==> src/rtl/cell_mem_sequencer_pkg.sv <==
// Shared types and defaults for the cell memory sequencer: state encoding,
// output strobe bundle and the state-to-strobe decode.
package cell_mem_sequencer_pkg;

  localparam int SIZE_DEF   = 5;
  localparam int CELLS_DEF  = 25;
  localparam int ROUNDS_DEF = 24;
  localparam int RW_DEF     = 5;

  typedef enum logic [2:0] {
    IDLE   = 3'd0,
    LOAD   = 3'd1,
    READ   = 3'd2,
    WRITE  = 3'd3,
    COMMIT = 3'd4,
    DONE   = 3'd5
  } state_e;

  typedef struct packed {
    logic init;
    logic firstread;
    logic read;
    logic write;
    logic ok;
    logic calc_req;
    logic busy;
    logic done;
  } strobes_t;

  function automatic strobes_t decode_strobes(input state_e st, input logic round_zero);
    strobes_t s;
    s = '0;
    case (st)
      IDLE:    s = '0;
      LOAD:    begin s.init = 1'b1; s.busy = 1'b1; end
      READ:    begin
        s.read      = 1'b1;
        s.calc_req  = 1'b1;
        s.firstread = round_zero;
        s.busy      = 1'b1;
      end
      WRITE:   begin s.write = 1'b1; s.busy = 1'b1; end
      COMMIT:  begin s.ok    = 1'b1; s.busy = 1'b1; end
      DONE:    begin s.done  = 1'b1; s.busy = 1'b1; end
      default: s = '0;
    endcase
    return s;
  endfunction

endpackage

==> src/rtl/cell_mem_sequencer_counter.sv <==
// Cell index / round counters for the sequencer; index wraps at CELLS-1 and
// round saturates at ROUNDS-1.
module cell_round_counter
  import cell_mem_sequencer_pkg::*;
#(
  parameter int SIZE   = SIZE_DEF,
  parameter int CELLS  = CELLS_DEF,
  parameter int ROUNDS = ROUNDS_DEF,
  parameter int RW     = RW_DEF
) (
  input  logic            clk,
  input  logic            rst,
  input  logic            clr_i,
  input  logic            inc_i,
  input  logic            next_round_i,
  output logic [SIZE-1:0] index_o,
  output logic [RW-1:0]   round_o,
  output logic            last_cell_o,
  output logic            last_round_o
);

  localparam logic [SIZE-1:0] LAST_IDX   = SIZE'(CELLS - 1);
  localparam logic [RW-1:0]   LAST_ROUND = RW'(ROUNDS - 1);

  logic [SIZE-1:0] index_q, index_d;
  logic [RW-1:0]   round_q, round_d;

  assign last_cell_o  = (index_q == LAST_IDX);
  assign last_round_o = (round_q == LAST_ROUND);
  assign index_o      = index_q;
  assign round_o      = round_q;

  // Counter next-state: clear wins, then cell advance, then round advance.
  always_comb begin
    index_d = index_q;
    round_d = round_q;
    if (clr_i) begin
      index_d = '0;
      round_d = '0;
    end else if (inc_i) begin
      if (last_cell_o) begin
        index_d = '0;
      end else begin
        index_d = index_q + SIZE'(1);
      end
    end else if (next_round_i && !last_round_o) begin
      round_d = round_q + RW'(1);
    end else begin
      index_d = index_q;
      round_d = round_q;
    end
  end

  // Counter registers.
  always_ff @(posedge clk or posedge rst) begin
    if (rst) begin
      index_q <= '0;
      round_q <= '0;
    end else begin
      index_q <= index_d;
      round_q <= round_d;
    end
  end

endmodule

==> src/rtl/cell_mem_sequencer.sv <==
// Moore FSM sequencing a cell memory block through LOAD, per-cell READ/WRITE
// with a compute handshake, a per-round COMMIT and a final DONE pulse.
module cell_mem_sequencer
  import cell_mem_sequencer_pkg::*;
#(
  parameter int SIZE   = SIZE_DEF,
  parameter int CELLS  = CELLS_DEF,
  parameter int ROUNDS = ROUNDS_DEF,
  parameter int RW     = RW_DEF
) (
  input  logic            clk,
  input  logic            rst,
  input  logic            start_i,
  input  logic            abort_i,
  input  logic            calc_ack_i,
  output logic            init_o,
  output logic            firstread_o,
  output logic            read_o,
  output logic            write_o,
  output logic            ok_o,
  output logic            calc_req_o,
  output logic [SIZE-1:0] index_o,
  output logic [RW-1:0]   round_o,
  output logic            busy_o,
  output logic            done_o
);

  state_e   state_q, state_d;
  strobes_t strobes_q, strobes_d;
  logic     clr_s, inc_s, next_round_s;
  logic     last_cell_s, last_round_s;
  logic     round_zero_d;

  cell_round_counter #(
    .SIZE   (SIZE),
    .CELLS  (CELLS),
    .ROUNDS (ROUNDS),
    .RW     (RW)
  ) u_counter (
    .clk          (clk),
    .rst          (rst),
    .clr_i        (clr_s),
    .inc_i        (inc_s),
    .next_round_i (next_round_s),
    .index_o      (index_o),
    .round_o      (round_o),
    .last_cell_o  (last_cell_s),
    .last_round_o (last_round_s)
  );

  // Next-state and counter control; abort overrides every transition.
  always_comb begin
    state_d      = state_q;
    clr_s        = 1'b0;
    inc_s        = 1'b0;
    next_round_s = 1'b0;
    if (abort_i) begin
      state_d = IDLE;
      clr_s   = 1'b1;
    end else begin
      case (state_q)
        IDLE:    state_d = start_i ? LOAD : IDLE;
        LOAD:    begin state_d = READ; clr_s = 1'b1; end
        READ:    state_d = calc_ack_i ? WRITE : READ;
        WRITE:   begin
          inc_s   = 1'b1;
          state_d = last_cell_s ? COMMIT : READ;
        end
        COMMIT:  begin
          if (last_round_s) begin
            state_d = DONE;
          end else begin
            state_d      = READ;
            next_round_s = 1'b1;
          end
        end
        DONE:    state_d = IDLE;
        default: state_d = IDLE;
      endcase
    end
  end

  // Round-zero flag as it will be after this edge, so firstread can be registered.
  always_comb begin
    if (state_q == LOAD) begin
      round_zero_d = 1'b1;
    end else if (state_q == COMMIT) begin
      round_zero_d = 1'b0;
    end else begin
      round_zero_d = (round_o == '0);
    end
    strobes_d = decode_strobes(state_d, round_zero_d);
  end

  // State and output strobe registers.
  always_ff @(posedge clk or posedge rst) begin
    if (rst) begin
      state_q   <= IDLE;
      strobes_q <= '0;
    end else begin
      state_q   <= state_d;
      strobes_q <= strobes_d;
    end
  end

  assign init_o      = strobes_q.init;
  assign firstread_o = strobes_q.firstread;
  assign read_o      = strobes_q.read;
  assign write_o     = strobes_q.write;
  assign ok_o        = strobes_q.ok;
  assign calc_req_o  = strobes_q.calc_req;
  assign busy_o      = strobes_q.busy;
  assign done_o      = strobes_q.done;

endmodule

==> config.mk <==
export PLATFORM = sky130hd
export DESIGN_NAME = cell_mem_sequencer
export DESIGN_NICKNAME = d
export VERILOG_FILES = /design/src/rtl/cell_mem_sequencer_pkg.sv /design/src/rtl/cell_mem_sequencer_counter.sv /design/src/rtl/cell_mem_sequencer.sv
export SDC_FILE = /design/constraint.sdc
export NUM_CORES = 1
export LEC_CHECK = 0
export CAP_MARGIN = 15
export CORE_ASPECT_RATIO = 1.2
export CORE_MARGIN = 2
export CORE_UTILIZATION = 50
export DETAILED_ROUTE_END_ITERATION = 12
export GPL_ROUTABILITY_DRIVEN = 0
export GPL_TIMING_DRIVEN = 0
export HOLD_SLACK_MARGIN = 0.15
export PLACE_DENSITY = 0.82
export SLEW_MARGIN = 15
export SYNTH_ARGS = -nofsm -noshare
export SYNTH_HDL_FRONTEND = slang
export SYNTH_SLANG_ARGS = --single-unit
==> constraint.sdc <==
create_clock -name clk -period 3.34 [get_ports clk]
set_clock_uncertainty 0.1 [all_clocks]
set_input_delay 0.668 -clock clk [delete_from_list [all_inputs] [get_ports clk]]
set_output_delay 0.668 -clock clk [all_outputs]
set_load 0.05 [all_outputs]
After elaboration in Yosys (flattened, before gate mapping). Cells that the tools add are included.

Register bits after elaboration: 21. Output and inout bits: 18. Input port bits: 5. Logic and storage cells: 61.

Add/sub/neg operators: 2. Eq/ne operators: 12. Reductions and logical operators: 8. Muxes and demuxes: 28.

Operators with widths (number): 5-bit 2-to-1 mux (6); 1-bit 2-to-1 mux (17); 3-bit one-hot mux with 5 select lines (1); 3-bit by 2-bit == test with 1-bit output (second input constant) (4); 5-bit by 1-bit adder with 5-bit output (second input constant) (2); 5-bit == test (second input constant) (2); 3-bit == test (second input constant) (3); 3-bit 2-to-1 mux (3); 3-bit by 1-bit == test with 1-bit output (second input constant) (2); 5-bit zero test (1); 5-bit OR reduction (1); 2-bit nonzero test (2); 3-bit zero test (1); 2-bit 2-to-1 mux (1); 2-bit != test (second input constant) (1); 2-bit AND reduction (1); 1-bit logical AND (1); 1-bit zero test (1).

Longest topological paths before layout. Gate-level depths: netlist of the first run.

Depth after elaboration: 8. Mapped depth: 7. Mapped depth without buffers: 6.

By module. From an unflattened synthesis of the first run, not the netlist that was laid out.

Cells, all modules: 112. Area, all modules: 1132.3 sq um.

Modules (own cells, without submodules): cell_round_counter (instances 1, area an instance 578.1 sq um, cells each 61, sequential area each 250.2 sq um); cell_mem_sequencer (instances 1, area an instance 554.3 sq um, cells each 51, sequential area each 250.2 sq um).

Worst setup path before layout of the first run. Ideal clock, no wire load.

Path kind: reg-to-reg. Start point: reg u_counter.index_q[0] (netlist: u_counter.index_o[0]). End point: reg u_counter.index_q[2] (netlist: u_counter.index_o[2]). Arrival: 2.067 ns. Library setup time: 0.065 ns. Required time: 3.175 ns. Setup slack: 1.108 ns. Cell stages (with the launch flop): 8. Buffers on the path: 1. Clock period less this slack: 2.232 ns. Cell sequence: dfrtp_1 > inv_1 > ha_1 > and4b_1 > or4b_4 > buf_6 > nor3b_1 > a21o_1.

Longest elaborated chain between the ends: 4. Elaborated cells between the ends (all ways): 5. Those cells by class: add/sub (1); eq/ne (1); mux (3).

Ends and longest elaborated chain: start, declared (line cell_mem_sequencer_counter.sv:25) `logic [SIZE-1:0] index_q, index_d;`; start signal, assigned (line cell_mem_sequencer_counter.sv:60) `index_q <= index_d;`; 5-bit by 1-bit adder with 5-bit output or 5-bit == test (tied branches) (line cell_mem_sequencer_counter.sv:44, cell_mem_sequencer_counter.sv:28); 5-bit 2-to-1 mux (*) (line cell_mem_sequencer_counter.sv:41) `if (last_cell_o) begin`; 5-bit 2-to-1 mux (*) (line cell_mem_sequencer_counter.sv:40) `end else if (inc_i) begin`; 5-bit 2-to-1 mux (*) (line cell_mem_sequencer_counter.sv:37) `if (clr_i) begin`.

Mark *: on every way between the ends. The rest lies on a longest branch, timed or not. The select of a mux whose other input is x is not followed. A chain may end at the register's enable or synchronous reset.

Worst setup path after layout of the first run.
Start point: reg u_counter.round_q[2] (netlist: u_counter.round_o[2]). End point: out round_o[2].

RTL lines: start, declared (line cell_mem_sequencer_counter.sv:26) `logic [RW-1:0] round_q, round_d;`; start signal, assigned (line cell_mem_sequencer_counter.sv:61) `round_q <= round_d;`; end, declared (line cell_mem_sequencer.sv:23) `output logic [RW-1:0] round_o,`.

No word-level cell between the ends.

==> results of run 1 <==
## registers in the layout (all words and copies together) (netlist names)
| register | count |
|---|---|
| write_o | 1 |
| ok_o | 1 |
| busy_o | 1 |
| done_o | 1 |
| u_counter.round_o | 5 |
| state_q | 3 |
| init_o | 1 |
| u_counter.index_o | 5 |
| calc_req_o | 1 |
| firstread_o | 1 |
## stage by stage
stage | total power, uW | area [um2]
final | 525 | 1350
after floorplan | 307 | 1050
after global routing | 540 | 1350
after detailed placement | 331 | 1300
after CTS | 526 | 1350
after global placement | 330 | 1300
## power groups by stage
stage	combinational [uW]	clock [uW]	sequential, uW
floorplan	35.4	0	272
global placement	73.9	0	256
detailed placement	75.0	0	256
CTS	75.4	199	251
global route	81.5	206	252
finish	74.7	199	251
## cell type report
| class | instances | area, um2 | area share |
|---|---|---|---|
| Sequential cell | 20 | 500 | 0.371 |
| Timing Repair Buffer | 22 | 220 | 0.163 |
| Tap cell | 20 | 25.0 | 0.0185 |
| Inverter | 8 | 30.0 | 0.0222 |
| Clock inverter | 1 | 30.0 | 0.0222 |
| Buffer | 6 | 33.8 | 0.0250 |
| Multi-Input combinational cell | 76 | 488 | 0.361 |
| Clock buffer | 3 | 22.5 | 0.0167 |
## per-layer routing
metal  up-vias  GRT usage  wire, um
met4         0     0.0571         8
li1        434          -         -
met3         2     0.0231        79
met1       414      0.215       910
met2        20      0.389      1230
met5         -          0         0
## cell families after synthesis
| group | synth area share |
|---|---|
| muxes | 0.0190 |
| and+or+nand+nor | 0.247 |
| buffers and inverters | 0.0606 |
| AOI/OAI and AO/OA | 0.125 |
| DFF | 0.476 |
| adders and majority gates | 0.0476 |
| xor gates and xnor gates | 0.0250 |
## cell usage in the layout, fill, tap and decap left out, drive strengths merged, types with 2 or more instances in the layout
master         count
nand2              5
o21a               2
nor3               6
nand2b             2
buf                2
and4b              2
or4b               2
a211o              2
nand4              3
dfrtp             20
clkdlybuf4s50     22
nor2              17
ha                 4
nand3              5
xor2               3
o22ai              2
o21ai              3
inv                8
clkbuf             7
a21o               3
mux2i              2
## final timing paths
check                                           from  slack [ns]                   end
worst max-delay path            u_counter.round_o[2]        0.96            round_o[2]
worst min-delay path            u_counter.index_o[1]        0.48  u_counter.index_o[1]
worst max register to register  u_counter.index_o[0]        1.25  u_counter.index_o[3]
worst min register to register  u_counter.index_o[1]        0.48  u_counter.index_o[1]
max in group asynchronous                        rst        1.98  u_counter.index_o[2]
min in group asynchronous                        rst        0.67                init_o
==> summary.log, run 1 <==
[outcome] status completed
[setup_path] gate family responsible for the most delay along the worst path buffers and inverters
[finish] antenna diode instance count 0
[timing] post-route clock period utilization 0.713
[floorplan] effective utilization at floorplan 0.519
[finish] Syn-to-layout area delta 28.3%
[synth] share of flip-flops with an asynchronous set or reset after synthesis 1.00
[route] average wire per cell in the routed design 14.3 um
[synth] sequential area share after synthesis 0.476
[floorplan] area of the core 0.00203 mm2
[worst_hold_path] worst min path class flip-flop to flip-flop
[global_route] vias in the first global route 871
[route] # DRC 0
[power] Switching Power 130 uW
[global_route] global routing usage summed across all routing layers 0.198
[setup_path] depth of the critical timing path with buffers and inverters included 1
[global_route] first-pass GRT wire length 3.61 mm
[route] detail-routed via count per cell 5.58
[setup_path] worst path cell trace clkdlybuf4s50_1
[clocking] CTS sink count 20
[power] Sw Ratio 0.247
[timing] Setup Total Neg Slack 0 ns
[timing] final-layout worst hold slack 0.484 ns
[global_route] initial antenna violation count 0
[finish] number of nets at the end of the flow 146
[route] overall via count from detail_route 870
[synth] distinct cell type count of the synthesized netlist 35
[finish] FILL cells 178
[finish] post-layout util 0.666
[power] Pwr Density 389 mW/mm2
[floorplan] number of standard-cell rows in the floorplan 18
[placement] number of placed cells counting well taps 152
[synth] top area cells in the synthesized netlist dfrtp_1, nor2_1, ha_1
[setup_path] number of cells traversed by the worst register-to-register path 7
[synth] top cell type's share of synthesized area 0.476
[setup_path] required time of the critical path 2.57 ns
[clocking] buffers inserted by post-CTS timing repair 0
[clocking] clock transition at the registers of the reported paths 0.12 ns
[route] WL final 2.23 mm
[power] internal power contribution 395 uW
[setup_path] highest-delay cell along the critical path clkdlybuf4s50_1
[clocking] number of gates given a new drive strength after cts 0
[route] detailed-router iteration count before antenna repair 4
[flow_run] max-cap violations 0
[setup_path] type of the worst setup path flip-flop to output port
[timing] minimum period implied by the final worst setup slack 2.38 ns
[floorplan] die height 54.3 um
[clocking] number of buffers inserted for hold repair after clock tree synthesis 0
[synth] synthesized area divided by synthesized cell count 9.57 um2
[synth] most frequent cells after synthesis dfrtp_1, nor2_1, inv_1
[synth] number of enable flip-flop cells after synthesis 0
[route] first-iteration detailed-routing DRC count 18
[timing] number of endpoints with negative hold slack in the final report 0
[power] share of total power in combinational logic 0.142
[placement] Post-Place Worst Slack 1.03 ns
[clocking] TritonCTS clock tree built
[setup_path] peak fanout along the critical path 7
[timing] slew at the pin closest to its max-slew limit 0.754 ns
[synth] synthesized cell area 0.00105 mm2
[finish] share of post-route cells with drive strength above 1 0.0735
[timing] Max-Slew Margin vs Limit 0.497
[clocking] cell at the root of the clock tree clkbuf_4
[clocking] maximum root-to-sink buffer count 2
[clocking] latest clock arrival within the worst-skew pair 0.31 ns
[finish] number of standard cells in the final layout excluding fillers 156
[clocking] H-tree lvl count 1
[global_route] gr ovfl total 0
[setup_path] Buffers & Inverters on Critical Path 1
[timing] Max Clk Rate 420 MHz
[worst_hold_path] Hold Crit Depth 2
[synth] Top FF cell, synth dfrtp_1
[setup_path] Worst path max stage delay 0.84 ns
[power] Leakage Power 0.000627 uW
[floorplan] horizontal extent of the die 45.9 um
[placement] input/output buffers 22
[clocking] number of buffers created by CTS 3
[power] share of total power in the clock network 0.379
[synth] Post-Synthesis Net Count 119
[setup_path] data arrival time of the worst path 1.61 ns
[placement] sum of net half-perimeters after detailed placement 1.67 mm
[synth] total of warnings raised by yosys 0
[timing] Final Slew Violations 0
[setup_path] kind of end point of the critical path output port
[power] worst vdd ir 320 uV
[route] count of antenna-violating nets left after detailed routing 0
[floorplan] die footprint 0.00249 mm2
[synth] gate count of the mapped netlist 110
[setup_path] Worst setup SP type flip-flop
[floorplan] number of top-level design ports 23
[synth] total of flip-flops plus latches after synthesis 20
[power] sequential fraction of design power 0.479
[timing] RSZ-0062 raised after global routing false
[synth] area leader, netlist dfrtp_1
[timing] final setup violating endpoints 0
[synth] most common cell in the synthesized netlist dfrtp_1
[timing] Worst Setup Slack, final 0.957 ns
[global_route] pin count of the biggest net entering global routing 21
(Power assumes the default switching activity.)
==> run 2, diff against run 1 <==
--- a/config.mk
+++ b/config.mk
@@ -8,12 +8,12 @@
 export CAP_MARGIN = 15
 export CORE_ASPECT_RATIO = 1.2
 export CORE_MARGIN = 2
-export CORE_UTILIZATION = 50
+export CORE_UTILIZATION = 49
 export DETAILED_ROUTE_END_ITERATION = 12
 export GPL_ROUTABILITY_DRIVEN = 0
 export GPL_TIMING_DRIVEN = 0
 export HOLD_SLACK_MARGIN = 0.15
-export PLACE_DENSITY = 0.82
+export PLACE_DENSITY = 0.81
 export SLEW_MARGIN = 15
 export SYNTH_ARGS = -nofsm -noshare
 export SYNTH_HDL_FRONTEND = slang
==> constraint.sdc (replaced) <==
create_clock -name clk -period 2.35 [get_ports clk]
set_clock_uncertainty 0.1 [all_clocks]
set_input_delay 0.47 -clock clk [delete_from_list [all_inputs] [get_ports clk]]
set_output_delay 0.47 -clock clk [all_outputs]
set_load 0.05 [all_outputs]
==> run 2 against run 1 <==
Net effect: sequential power grew 42%; clock power shrank 4%; setup slack got worse by 0.77 ns; critical endpoint unchanged; die area increased by 1.9%; sequential cell count is the same; critical path depth unchanged; design area fell by 0.28%; critical path type unchanged.
==> summary.log, run 2 (synthesized netlist as in run 1, its figures left out) <==
[finish] most frequent standard cell in the layout excluding fill and tap cells clkdlybuf4s50_1
[setup_path] Worst path max stage delay 0.84 ns
[setup_path] peak fanout along the critical path 7
[route] detailed-router iteration count before antenna repair 4
[timing] post-route clock period utilization 0.920
[timing] Final Slew Violations 0
[floorplan] die footprint 0.00254 mm2
[route] average wire per cell in the routed design 12.5 um
[clocking] number of gates given a new drive strength after cts 0
[route] # DRC 0
[floorplan] number of top-level design ports 23
[setup_path] kind of end point of the critical path output port
[timing] Setup Total Neg Slack 0 ns
[timing] number of endpoints with negative hold slack in the final report 0
[clocking] maximum root-to-sink buffer count 2
[setup_path] highest-delay cell along the critical path clkdlybuf4s50_1
[setup_path] type of the worst setup path flip-flop to output port
[floorplan] die height 54.8 um
[timing] final setup violating endpoints 0
[route] count of antenna-violating nets left after detailed routing 0
[setup_path] data arrival time of the worst path 1.59 ns
[global_route] global routing usage summed across all routing layers 0.188
[finish] share of post-route cells with drive strength above 1 0.0735
[timing] Max Clk Rate 462 MHz
[finish] number of nets at the end of the flow 146
[setup_path] startpoint of the most critical register-to-register path u_counter.index_o[0]
[floorplan] number of standard-cell rows in the floorplan 18
[timing] RSZ-0062 raised after global routing false
[placement] sum of net half-perimeters after detailed placement 1.55 mm
[setup_path] worst path cell trace clkdlybuf4s50_1
[route] overall via count from detail_route 869
[clocking] cell at the root of the clock tree clkbuf_4
[route] detail-routed via count per cell 5.23
[setup_path] Buffers & Inverters on Critical Path 1
[outcome] status completed
[setup_path] Worst R2R End u_counter.index_o[2]
[setup_path] register-to-register path setup slack 0.30 ns
[setup_path] number of cells traversed by the worst register-to-register path 7
[flow_run] max-cap violations 0
[route] first-iteration detailed-routing DRC count 14
[clocking] latest clock arrival within the worst-skew pair 0.29 ns
[route] WL final 2.07 mm
[setup_path] gate family responsible for the most delay along the worst path buffers and inverters
[setup_path] worst setup path start u_counter.round_o[2]
[finish] antenna diode instance count 0
[power] worst vdd ir 362 uV
[setup_path] worst setup path end round_o[2]
[floorplan] effective utilization at floorplan 0.513
[global_route] vias in the first global route 829
[setup_path] required time of the critical path 1.78 ns
[global_route] gr ovfl total 0
[clocking] H-tree lvl count 1
[clocking] clock transition at the registers of the reported paths 0.11 ns
[clocking] TritonCTS clock tree built
[clocking] buffers inserted by post-CTS timing repair 0
[timing] minimum period implied by the final worst setup slack 2.16 ns
[finish] Syn-to-layout area delta 27.9%
[global_route] first-pass GRT wire length 3.46 mm
[floorplan] horizontal extent of the die 46.3 um
[clocking] number of buffers created by CTS 3
[global_route] initial antenna violation count 0
[power] Pwr Density 486 mW/mm2
[power] Leakage Power 0.000620 uW
[finish] leading cell types in the layout, fill and taps excluded clkdlybuf4s50_1, dfrtp_1, nor2_1
[timing] slew at the pin closest to its max-slew limit 0.743 ns
[floorplan] area of the core 0.00205 mm2
[clocking] number of buffers inserted for hold repair after clock tree synthesis 0
[global_route] pin count of the biggest net entering global routing 21
[worst_hold_path] worst min path class flip-flop to flip-flop
[finish] post-route cell area 0.00135 mm2
[setup_path] Worst setup SP type flip-flop
[timing] Max-Slew Margin vs Limit 0.504
[setup_path] depth of the critical timing path with buffers and inverters included 1
[clocking] CTS sink count 20
[placement] input/output buffers 22
[placement] Placed Instance Area 0.00131 mm2
==> run 2: changes by cell type in the layout (fill, tap and decap cells not counted) <==
cell,previous run,this run
bufinv_16,1,0
clkbuf_8,0,1
==> run 2: final cells by class <==
type | instances | area (um2)
Timing Repair Buffer | 22 | 220
Multi-Input combinational cell | 76 | 488
Clock buffer | 4 | 36.3
Tap cell | 30 | 37.5
Sequential cell | 20 | 500
Inverter | 8 | 30.0
Buffer | 6 | 33.8
Fill cell | 177 | 703
==> run 2: layer usage <==
layer / share of wire / wire length, um / vias up / GRT usage
met5: 0 / 0 / - / 0
met4: 0.0068 / 14 / 0 / 0.0714
met3: 0.030 / 63 / 2 / 0.0330
met2: 0.51 / 1060 / 17 / 0.308
met1: 0.45 / 933 / 416 / 0.245
li1: - / - / 434 / -
==> run 2: how the worst min path moves through the flow <==
stage,start,end,cells past startpoint
after floorplan,rst,busy_o,1
after global routing,u_counter.index_o[4],u_counter.index_o[4],1
final,u_counter.index_o[4],u_counter.index_o[4],1
after global placement,u_counter.index_o[4],u_counter.index_o[4],1
after detailed placement,u_counter.index_o[4],u_counter.index_o[4],1
after CTS,u_counter.index_o[4],u_counter.index_o[4],1
==> run 2: metrics by stage <==
stage / hold WS [ns] / util / power, uW / instances / worst slack [ns]
after floorplan: 0.334 / - / 437 / 110 / 0.118
after global placement: 0.442 / 0.639 / 468 / 162 / 0.306
after detailed placement: 0.456 / 0.639 / 470 / 162 / 0.258
after CTS: 0.482 / 0.657 / 661 / 166 / 0.176
after global routing: 0.522 / 0.657 / 688 / 166 / 0.121
final: 0.482 / 0.657 / 655 / 166 / 0.188
==> run 2: power by group <==
group          switching (uW)  leakage [uW]  total, uW  internal [uW]
logic                    69.1      0.000325        105           36.4
registers                4.22      0.000275        357            353
clock network            98.1     0.0000210        192           94.3
total                     171      0.000620        655            483
==> run 3, diff against run 2 <==
--- a/config.mk
+++ b/config.mk
@@ -7,7 +7,7 @@
 export LEC_CHECK = 0
 export CAP_MARGIN = 15
 export CORE_ASPECT_RATIO = 1.2
-export CORE_MARGIN = 2
+export CORE_MARGIN = 5
 export CORE_UTILIZATION = 49
 export DETAILED_ROUTE_END_ITERATION = 12
 export GPL_ROUTABILITY_DRIVEN = 0
==> run 3 against run 2 <==
Net effect: sequential power is essentially flat; setup slack lost 0.027 ns; sequential cell count is the same; critical path depth is the same; maximum frequency shrank 1.2%; highest routed layer unchanged.
==> summary.log, run 3 (synthesized netlist as in run 1, its figures left out) <==
[outcome] status completed
[global_route] vias in the first global route 861
[floorplan] number of standard-cell rows in the floorplan 18
[global_route] gr ovfl total 0
[clocking] cell at the root of the clock tree clkbuf_4
[global_route] pin count of the biggest net entering global routing 21
[flow_run] max-cap violations 0
[timing] minimum period implied by the final worst setup slack 2.19 ns
[finish] number of standard cells in the final layout excluding fillers 166
[finish] most frequent standard cell in the layout excluding fill and tap cells clkdlybuf4s50_1
[floorplan] horizontal extent of the die 52.3 um
[timing] Final Slew Violations 0
[route] overall via count from detail_route 891
[global_route] first-pass GRT wire length 3.72 mm
[finish] leading cell types in the layout, fill and taps excluded clkdlybuf4s50_1, dfrtp_1, nor2_1
[power] Pwr Density 549 mW/mm2
[worst_hold_path] worst min path class flip-flop to flip-flop
[setup_path] Worst setup SP type flip-flop
[floorplan] die footprint 0.00318 mm2
[setup_path] gate family responsible for the most delay along the worst path buffers and inverters
[finish] Syn-to-layout area delta 29.5%
[timing] Max Clk Rate 457 MHz
[finish] number of nets at the end of the flow 146
[finish] share of post-route cells with drive strength above 1 0.0735
[floorplan] area of the core 0.00205 mm2
[clocking] latest clock arrival within the worst-skew pair 0.31 ns
[clocking] number of buffers created by CTS 3
[timing] number of endpoints with negative hold slack in the final report 0
[clocking] number of gates given a new drive strength after cts 0
[timing] Max-Slew Margin vs Limit 0.481
[power] Leakage Power 0.000627 uW
[timing] RSZ-0062 raised after global routing false
[placement] sum of net half-perimeters after detailed placement 1.68 mm
[setup_path] Worst path max stage delay 0.84 ns
[setup_path] peak fanout along the critical path 7
[clocking] CTS sink count 20
[route] # DRC 0
[placement] input/output buffers 22
[floorplan] die height 60.8 um
[setup_path] required time of the critical path 1.78 ns
[route] count of antenna-violating nets left after detailed routing 0
[global_route] global routing usage summed across all routing layers 0.163
[timing] final setup violating endpoints 0
[clocking] H-tree lvl count 1
[global_route] initial antenna violation count 0
[route] average wire per cell in the routed design 13.5 um
[clocking] buffers inserted by post-CTS timing repair 0
[global_route] fraction of met2 tracks used by global routing 0.285
[timing] slew at the pin closest to its max-slew limit 0.777 ns
[route] WL final 2.25 mm
[setup_path] Buffers & Inverters on Critical Path 1
[route] first-iteration detailed-routing DRC count 16
[placement] number of placed cells counting well taps 162
[global_route] met1 track utilization from global routing 0.175
[clocking] TritonCTS clock tree built
[power] worst vdd ir 368 uV
[setup_path] type of the worst setup path flip-flop to output port
[route] detailed-router iteration count before antenna repair 4
[clocking] clock transition at the registers of the reported paths 0.12 ns
[timing] Setup Total Neg Slack 0 ns
[finish] antenna diode instance count 0
[global_route] met3 routing resource usage after global routing 0.0246
[clocking] maximum root-to-sink buffer count 2
[floorplan] effective utilization at floorplan 0.513
[setup_path] data arrival time of the worst path 1.62 ns
[clocking] number of buffers inserted for hold repair after clock tree synthesis 0
[setup_path] kind of end point of the critical path output port
[global_route] GR peak layer met2
[setup_path] worst path cell trace clkdlybuf4s50_1
[timing] post-route clock period utilization 0.932
[floorplan] number of top-level design ports 23
[setup_path] highest-delay cell along the critical path clkdlybuf4s50_1
[route] detail-routed via count per cell 5.37
[run 3: through the flow]
step            util  total power (uW)  cell area, um2  hold slack (ns)  worst slack, ns
2_1_floorplan      -               437            1050            0.334            0.118
3_3_place_gp   0.639               469            1310            0.440            0.309
3_5_place_dp   0.639               471            1310            0.464            0.301
4_1_cts        0.665               754            1360            0.488            0.157
5_1_grt        0.665               783            1360            0.541           0.0969
6_report       0.665               748            1360            0.477            0.161
[run 3: area by class of cell]
type                            instances  area, um2
Fill cell                             169        687
Sequential cell                        20        500
Multi-Input combinational cell         76        488
Timing Repair Buffer                   22        220
Tap cell                               30       37.5
Buffer                                  6       33.8
Clock inverter                          1       30.0
Inverter                                8       30.0
Clock buffer                            3       22.5
[run 3: path summary, 6_finish.rpt]
kind	start	end	slack, ns	depth (start not counted)
worst min register to register	u_counter.index_o[1]	u_counter.index_o[1]	0.48	2
worst max-delay path	u_counter.round_o[2]	round_o[2]	0.16	1
max in group asynchronous	rst	calc_req_o	1.17	2
worst min-delay path	u_counter.index_o[1]	u_counter.index_o[1]	0.48	2
min in group asynchronous	rst	u_counter.index_o[3]	0.50	2
worst max register to register	u_counter.index_o[0]	u_counter.index_o[2]	0.31	7
[run 3: worst reg2reg max path: cells and delay by family (launching register included)]
kind	cells	cell delay [ns]
adder cells (fa/ha/maj)	1	0.19
flip-flops	1	0.44
buffers and inverters	2	0.21
AO/OA/AOI/OAI	1	0.11
AND/OR/NAND/NOR	3	0.94
[run 3: report_power, final]
part | switching, uW | internal, uW
Clock | 111 | 173
Sequential | 4.32 | 353
Combinational | 70.9 | 36.4
[run 3: per-layer routing]
layer,wire [um],share of wire
met3,74,0.033
met5,0,0
met4,63,0.028
met1,945,0.42
met2,1170,0.52
